[src/rtl/menu_pkg.sv]
// Shared encodings and reset defaults for the title/menu screen controller.
package menu_pkg;

  typedef enum logic [1:0] {
    ST_MENU    = 2'd0,
    ST_SETTING = 2'd1,
    ST_GAME    = 2'd2,
    ST_OVER    = 2'd3
  } menu_state_t;

  localparam logic SEL_START   = 1'b0;
  localparam logic SEL_SETTING = 1'b1;
  localparam logic SET_DIFF    = 1'b0;
  localparam logic SET_TIME    = 1'b1;

  localparam logic [1:0] DIFF_RESET = 2'd1;
  localparam logic [6:0] TIME_RESET = 7'd60;

endpackage

[src/rtl/btn_edge.sv]
// Rising-edge detector for one debounced button; history resets high so a
// button held through reset only counts once it has been released.
module btn_edge (
  input  logic clk,
  input  logic rst,
  input  logic btn,
  output logic press
);

  logic prev_q;

  always_ff @(posedge clk) begin
    if (rst) prev_q <= 1'b1;
    else     prev_q <= btn;
  end

  assign press = btn & ~prev_q;

endmodule

[src/rtl/menu_controller.sv]
// Menu/settings sequencer: cursor tracking, highlight blink, settings values,
// and the start/game-over handshake with the game core.
module menu_controller
  import menu_pkg::*;
#(
  parameter int BLINK_FRAMES = 30,
  parameter int TIME_MIN     = 30,
  parameter int TIME_MAX     = 90,
  parameter int TIME_STEP    = 15,
  parameter int DIFF_MAX     = 2
) (
  input  logic       clk,
  input  logic       rst,
  input  logic       btn_up,
  input  logic       btn_down,
  input  logic       btn_select,
  input  logic       btn_back,
  input  logic       frame_tick,
  input  logic       game_over,
  output logic [1:0] state,
  output logic       menu_sel,
  output logic       set_sel,
  output logic       highlight,
  output logic [1:0] difficulty,
  output logic [6:0] time_limit,
  output logic       start_pulse
);

  localparam int CNT_W = (BLINK_FRAMES > 1) ? $clog2(BLINK_FRAMES) : 1;
  localparam logic [CNT_W-1:0] CNT_LAST = CNT_W'(BLINK_FRAMES - 1);

  logic press_up, press_down, press_select, press_back;

  btn_edge u_edge_up     (.clk(clk), .rst(rst), .btn(btn_up),     .press(press_up));
  btn_edge u_edge_down   (.clk(clk), .rst(rst), .btn(btn_down),   .press(press_down));
  btn_edge u_edge_select (.clk(clk), .rst(rst), .btn(btn_select), .press(press_select));
  btn_edge u_edge_back   (.clk(clk), .rst(rst), .btn(btn_back),   .press(press_back));

  menu_state_t      state_q, state_n;
  logic             menu_sel_q, menu_sel_n;
  logic             set_sel_q, set_sel_n;
  logic             highlight_q, highlight_n;
  logic [1:0]       diff_q, diff_n;
  logic [6:0]       time_q, time_n;
  logic             start_q, start_n;
  logic [CNT_W-1:0] cnt_q, cnt_n;

  // Overflow is judged on the 8-bit sum so a wrap in 7 bits cannot hide it.
  function automatic logic [6:0] next_time(input logic [6:0] cur);
    logic [7:0] sum;
    sum = {1'b0, cur} + 8'(TIME_STEP);
    if (sum > 8'(TIME_MAX)) return 7'(TIME_MIN);
    return sum[6:0];
  endfunction

  function automatic logic [1:0] next_diff(input logic [1:0] cur);
    if (cur >= 2'(DIFF_MAX)) return 2'd0;
    return cur + 2'd1;
  endfunction

  always_ff @(posedge clk) begin
    if (rst) begin
      state_q     <= ST_MENU;
      menu_sel_q  <= SEL_START;
      set_sel_q   <= SET_DIFF;
      highlight_q <= 1'b1;
      diff_q      <= DIFF_RESET;
      time_q      <= TIME_RESET;
      start_q     <= 1'b0;
      cnt_q       <= '0;
    end else begin
      state_q     <= state_n;
      menu_sel_q  <= menu_sel_n;
      set_sel_q   <= set_sel_n;
      highlight_q <= highlight_n;
      diff_q      <= diff_n;
      time_q      <= time_n;
      start_q     <= start_n;
      cnt_q       <= cnt_n;
    end
  end

  always_comb begin
    state_n     = state_q;
    menu_sel_n  = menu_sel_q;
    set_sel_n   = set_sel_q;
    highlight_n = highlight_q;
    diff_n      = diff_q;
    time_n      = time_q;
    start_n     = 1'b0;
    cnt_n       = cnt_q;

    // Only the highest-priority press is acted on: select > back > up > down.
    unique case (state_q)
      ST_MENU: begin
        if (press_select) begin
          if (menu_sel_q == SEL_START) begin
            state_n = ST_GAME;
            start_n = 1'b1;
          end else begin
            state_n   = ST_SETTING;
            set_sel_n = SET_DIFF;
          end
        end else if (press_back) begin
          state_n = ST_MENU;
        end else if (press_up || press_down) begin
          menu_sel_n = ~menu_sel_q;
        end
      end
      ST_SETTING: begin
        if (press_select) begin
          if (set_sel_q == SET_DIFF) diff_n = next_diff(diff_q);
          else                       time_n = next_time(time_q);
        end else if (press_back) begin
          state_n    = ST_MENU;
          menu_sel_n = SEL_SETTING;
        end else if (press_up || press_down) begin
          set_sel_n = ~set_sel_q;
        end
      end
      ST_GAME: begin
        if (game_over) state_n = ST_OVER;
      end
      ST_OVER: begin
        if (press_select || press_back) begin
          state_n    = ST_MENU;
          menu_sel_n = SEL_START;
        end
      end
      default: state_n = ST_MENU;
    endcase

    // Blink: any move or state change restarts the phase, beating frame_tick.
    if (state_n == ST_GAME || state_n == ST_OVER) begin
      highlight_n = 1'b0;
      cnt_n       = '0;
    end else if (state_n != state_q || menu_sel_n != menu_sel_q || set_sel_n != set_sel_q) begin
      highlight_n = 1'b1;
      cnt_n       = '0;
    end else if (frame_tick) begin
      if (cnt_q == CNT_LAST) begin
        cnt_n       = '0;
        highlight_n = ~highlight_q;
      end else begin
        cnt_n = cnt_q + 1'b1;
      end
    end
  end

  assign state       = state_q;
  assign menu_sel    = menu_sel_q;
  assign set_sel     = set_sel_q;
  assign highlight   = highlight_q;
  assign difficulty  = diff_q;
  assign time_limit  = time_q;
  assign start_pulse = start_q;

endmodule

[config.mk]
export PLATFORM = sky130hd
export DESIGN_NAME = menu_controller
export DESIGN_NICKNAME = d
export VERILOG_FILES = /design/src/rtl/menu_pkg.sv /design/src/rtl/btn_edge.sv /design/src/rtl/menu_controller.sv
export SDC_FILE = /design/constraint.sdc
export NUM_CORES = 1
export LEC_CHECK = 0
export ABC_CLOCK_PERIOD_IN_PS = 4700
export BUFFER_PORTS_ARGS = -buffer_cell sky130_fd_sc_hd__buf_2
export CAP_MARGIN = 25
export CORE_ASPECT_RATIO = 1.2
export CORE_MARGIN = 2
export CORE_UTILIZATION = 50
export CTS_CLUSTER_SIZE = 30
export DETAILED_ROUTE_END_ITERATION = 16
export MAX_ROUTING_LAYER = met4
export PLACE_DENSITY_LB_ADDON = 0.2
export RECOVER_POWER = 25
export SYNTH_ARGS = -nofsm -noshare
export SYNTH_HDL_FRONTEND = slang
export SYNTH_SLANG_ARGS = --single-unit
[constraint.sdc]
create_clock -name clk -period 4.7 [get_ports clk]
set_clock_uncertainty 0.1 [all_clocks]
set_input_delay 0.94 -clock clk [delete_from_list [all_inputs] [get_ports clk]]
set_output_delay 0.94 -clock clk [all_outputs]
set_load 0.02 [all_outputs]
Word-level counts from Yosys, hierarchy flattened
Cells that the tools add are included.
{"block": "word_totals", "reg_bits": 24, "output_inout_bits": 15, "in_bits": 8, "wordCells": 90}
{"block": "classes", "bitwise_logic": 13, "reduce_logical": 13, "order_cmp": 2, "eq_ne": 9, "mux": 38, "n_addsub": 3}
{"op": "2-to-1 mux 1 bit", "count": 24}
{"op": "2-to-1 mux 2 bit", "count": 8}
{"op": "2-to-1 mux 7 bit", "count": 2}
{"op": "inverter 1 bit", "count": 9}
{"op": "adder 7 x 4 -> 8 bit, second input constant", "count": 1}
{"op": "== test 2 bit, second input constant", "count": 4}
{"op": "greater-than comparator 8 x 7 -> 1 bit, second input constant", "count": 1}
{"op": "case mux 2 bit (4 select lines)", "count": 1}
{"op": "AND reduction 3 bit", "count": 2}
{"op": "nonzero test 3 bit", "count": 2}
{"op": "OR reduction 3 bit", "count": 2}
{"op": "adder 5 x 1 -> 5 bit, second input constant", "count": 1}
{"op": "== test 5 bit, second input constant", "count": 1}
{"op": "logical OR 1 bit", "count": 5}
{"op": "2-to-1 mux 5 bit", "count": 1}
{"op": "bitwise AND 1 bit", "count": 4}
{"op": "case mux 1 bit (3 select lines)", "count": 1}
{"op": "adder 2 x 1 -> 2 bit, second input constant", "count": 1}
{"op": "== test 2 x 1 -> 1 bit, second input constant", "count": 1}
{"op": ">= comparator 2 bit, second input constant", "count": 1}
{"op": "zero test 2 bit", "count": 1}
{"op": "!= test 1 bit", "count": 2}
{"op": "!= test 2 bit", "count": 1}
{"op": "case mux 1 bit (2 select lines)", "count": 1}
{"op": "AND reduction 2 bit", "count": 1}

Logic depth before layout (Yosys ltp)
{"block": "depth", "depth_word": 12, "mapped_depth": 7, "depth_no_buf": 7}

Cells and area by module
From an unflattened synthesis, not the netlist that was laid out.
{"block": "unflattened", "hier_cells": 158, "hier_area_um2": 1305.0}
{"mod": "menu_controller", "area_each_um2": 1174.9, "n_inst": 1, "seq_area_each_um2": 400.4, "cells_each": 146}
{"mod": "btn_edge", "area_each_um2": 32.5, "n_inst": 4, "seq_area_each_um2": 20.0, "cells_each": 3}

Least setup slack after synthesis
Ideal clock, no wire load.
{"block": "synth_path", "path_type": "input port to flip-flop", "start": "input port btn_select", "end": "register time_q[4] (netlist: time_limit[4])", "required_ns": 4.473, "setup_time_ns": 0.127, "stages": 7, "slack_ns": 2.361, "n_path_buf": 2, "t_arrival_ns": 2.112, "path_cell_list": "nor2b_1 clkbuf_1 and3_1 clkbuf_1 nand3_1 o32ai_1 o21ai_0"}
{"block": "synth_via", "elab_chain_cells": 2}
{"item": "start, declared", "line_no": "menu_controller.sv:16", "rtl": "input logic btn_select,"}
{"item": "bitwise AND 1 bit", "line_no": "btn_edge.sv:17", "rtl": "assign press = btn & ~prev_q;"}
{"item": "AND reduction 3 bit (no source line)"}
{"item": "end signal, assigned", "line_no": "menu_controller.sv:77", "rtl": "time_q <= time_n;"}
{"item": "end, declared", "line_no": "menu_controller.sv:44", "rtl": "logic [6:0] time_q, time_n;"}
No other way between the ends.
A chain may end at the register's enable or synchronous reset.

Worst setup path in the final report
{"block": "layout_path", "start": "register time_q[2] (netlist: time_limit[2])", "end": "register time_q[0] (netlist: time_limit[0])"}
{"block": "layout_via", "elab_chain_cells": 7}
{"item": "adder 7 x 4 -> 8 bit", "line_no": "menu_controller.sv:51", "rtl": "sum = {1'b0, cur} + 8'(TIME_STEP);"}
{"item": "greater-than comparator 8 x 7 -> 1 bit", "line_no": "menu_controller.sv:52", "rtl": "if (sum > 8'(TIME_MAX)) return 7'(TIME_MIN);"}
{"item": "2-to-1 mux 1 bit", "line_no": "menu_controller.sv:52"}
{"item": "2-to-1 mux 1 bit", "line_no": "menu_controller.sv:112", "rtl": "if (set_sel_q == SET_DIFF) diff_n = next_diff(diff_q);"}
{"item": "2-to-1 mux 1 bit", "line_no": "menu_controller.sv:111", "rtl": "if (press_select) begin"}
{"item": "2-to-1 mux 1 bit", "line_no": "menu_controller.sv:94", "rtl": "unique case (state_q)"}
{"item": "2-to-1 mux 7 bit", "line_no": "menu_controller.sv:53", "rtl": "return sum[6:0];"}
No other way between the ends. The select of a mux whose other input is x is not followed.

==> flow_summary.json <==
{
  "status": "finished clean",
  "path_cells": "or4_4 > nor3b_4 > mux2_2 > or4_1 > a21oi_1",
  "muxShareOfSynthArea": 0.00859,
  "synthArstFlopShare": 0,
  "relSlewSlack": 0.570,
  "cts-root-buf": "clkbuf_4",
  "fin_crit_sh": 0.515,
  "pwr-share-comb": 0.158,
  "synthAdderAreaFrac": 0.0382,
  "synth.net_count": 174,
  "seqPwrFrac": 0.575,
  "critPathTopFamily": "simple AND/OR/NAND/NOR gates",
  "dp.cells": 211,
  "clkPwrFrac": 0.267,
  "clk_pin_slew_ns": 0.12,
  "timing.fmax_mhz": 413,
  "n_antenna_cell": 0,
  "timing.final.crit_period_ns": 2.42,
  "routed_wl_mm": 2.86,
  "antenna_found_initial": 0,
  "synth_seq_cells": 24,
  "nets": 195,
  "critPathMaxStageDelay_ns": 0.59,
  "final_cell_mix": "24 x dfxtp_1, 18 x buf_2, 13 x nor2_1, 13 x nand2_1, 12 x nor3_1",
  "drv_cap": 0,
  "routedWlPerCell_um": 13.3,
  "worst_pin_slew_ns": 0.645,
  "grt_pass1_wl_mm": 4.78,
  "powerDensity_nw_per_um2": 268,
  "synth-xor-area-share": 0.0134,
  "irDropWorstVdd_mv": 0.210,
  "die_area_um2": 3050,
  "rsz0062_at_grt": "false",
  "syn-cell-area_um2": 1310,
  "vias_per_cell": 5.81,
  "vias": 1250,
  "crit_type": "flip-flop to flip-flop",
  "dr.pass1.iters": 4,
  "drc": 0,
  "syn_avg_cell_area_um2": 8.09,
  "switching_share": 0.274,
  "clock-sinks": 24,
  "startpoint_type": "flip-flop",
  "finalSetupViolations": 0,
  "area_growth_pct": 12.2,
  "cts_tree": "yes",
  "die_x_um": 50.8,
  "finalCoreUtilization": 0.588,
  "port_buffers": 22,
  "syn_inst": 162,
  "htree_num_levels": 1,
  "post_cts_buffers": 0,
  "gp_congestion": 0.853,
  "synth_top_family_by_area": "simple AND/OR/NAND/NOR gates",
  "dpl.hpwl_mm": 2.10,
  "num_rows": 20,
  "clock_path_buffers": 2,
  "cts.hold.buffers_added": 0,
  "synth-edff-count": 0,
  "crit_required_ns": 4.84,
  "ios": 23,
  "layout_commonest_cell": "dfxtp_1",
  "crit_fanout": 8,
  "grt_overflow": 0,
  "synth-compound-area-share": 0.217,
  "cts_resized": 0,
  "cts-buffers-inserted": 3,
  "intPower_w": 0.000286,
  "hold_viol_final": 0,
  "die_y_um": 60.1,
  "coreArea_um2": 2500,
  "synth_cell_types": 46,
  "ys_seq_area_frac": 0.366,
  "yosys_warnings": 0,
  "p_total_w": 0.000394,
  "maxSlewViolCount": 0,
  "cp_data_arrival_time_ns": 2.56,
  "grt_pass1_vias": 1135,
  "setup_tns_ns": 0,
  "cp_slowest_cell": "or4_4",
  "clock_latency_ns": 0.30,
  "antenna_left": 0,
  "track_usage": 0.209,
  "drtIter0Drc": 20,
  "worstHoldPathType": "flip-flop to flip-flop",
  "start_util": 0.524,
  "synth_ff_type": "dfxtp_1",
  "end_kind": "flip-flop",
  "synth-simple-area-share": 0.323,
  "p_switching_w": 0.000108,
  "drive_gt1_frac": 0.181,
  "leakagePower_nw": 0.552,
  "crit_buf_inv": 0,
  "grt_max_degree": 16,
  "holdWs_ns": 0.400,
  "final_cells": 215
}
[worst paths after layout]
check                                     end  slack [ns]           from  cells after the start
worst max-delay path            time_limit[0]        2.28  time_limit[2]                      5
worst min-delay path            difficulty[1]        0.40  difficulty[0]                      2
worst max register to register  time_limit[0]        2.28  time_limit[2]                      5
worst min register to register  difficulty[1]        0.40  difficulty[0]                      2
[power groups by stage]
stage	combinational, W	sequential, W	clock, W
2_1_floorplan	0.0000414	0.000233	0
3_3_place_gp	0.0000614	0.000230	0
3_5_place_dp	0.0000631	0.000231	0
4_1_cts	0.0000633	0.000226	0.000110
5_1_grt	0.0000698	0.000229	0.000119
6_report	0.0000623	0.000227	0.000105
[worst register-to-register path, cell delays in order, from the launching register on]
cell and delay, ns:
dfxtp_1 0.40, or4_4 0.59, nor3b_4 0.29, mux2_2 0.42
or4_1 0.40, a21oi_1 0.15
[per-layer routing]
layer  part of all wire  global-route usage  wire length (µm)  vias up
met5                  0                   -                 0        -
met4             0.0098              0.0656                28        0
met3              0.029              0.0350                83        4
met2               0.51               0.380              1460       24
met1               0.45               0.233              1300      584
li1                   -                   -                 -      638
[flip-flops by register name, indices dropped and copies added, names as in the netlist]
name / count
cnt_q: 5
state: 2
u_edge_down.prev_q: 1
u_edge_back.prev_q: 1
menu_sel: 1
set_sel: 1
difficulty: 2
u_edge_up.prev_q: 1
start_pulse: 1
time_limit: 7
highlight: 1
u_edge_select.prev_q: 1
[synthesized netlist by cell type (2+ instances only)]
| master | instances | area share |
|---|---|---|
| and2_1 | 3 | 0.014 |
| o32ai_1 | 2 | 0.013 |
| a32oi_1 | 2 | 0.013 |
| and3_1 | 2 | 0.0095 |
| dfxtp_1 | 24 | 0.37 |
| nand2_1 | 13 | 0.037 |
| nand2b_1 | 4 | 0.019 |
| a31oi_1 | 2 | 0.0095 |
| o21ai_0 | 9 | 0.034 |
| a22oi_1 | 2 | 0.011 |
| nor4_1 | 3 | 0.014 |
| inv_1 | 6 | 0.017 |
| nor3_1 | 12 | 0.046 |
| a21oi_1 | 11 | 0.042 |
| nor2_1 | 13 | 0.037 |
| nand4_1 | 2 | 0.0095 |
| a221oi_1 | 2 | 0.013 |
| a21boi_0 | 2 | 0.011 |
| clkbuf_1 | 6 | 0.017 |
| nand3_1 | 4 | 0.015 |
| or2_2 | 5 | 0.024 |
| ha_1 | 4 | 0.038 |
| o31ai_1 | 2 | 0.011 |
| nor2b_1 | 5 | 0.024 |
[logic make-up (layout without fill, tap and decap cells)]
group / Yosys count / in the layout
xor+xnor: 2 / 2
compound gates: 43 / 43
simple gates: 76 / 76
fa+ha+maj: 4 / 4
mux: 1 / 1
buf+inv: 12 / 32
flops: 24 / 24
[per-stage QoR]
| stage | setup slack [ns] | instance area (µm²) |
|---|---|---|
| floorplan | 2.36 | 1310 |
| global placement | 2.16 | 1440 |
| detailed placement | 2.10 | 1440 |
| CTS | 2.30 | 1480 |
| global route | 2.18 | 1470 |
| finish | 2.28 | 1470 |
[cell type report]
class	count	area [µm²]
timing repair buffer	22	105
clock buffer	4	36.3
tap	33	41.3
sequential	24	480
inverter	6	22.5
fill	238	1030
multi-input combinational	126	786
No activity file was read; power rests on OpenSTA's default activity.
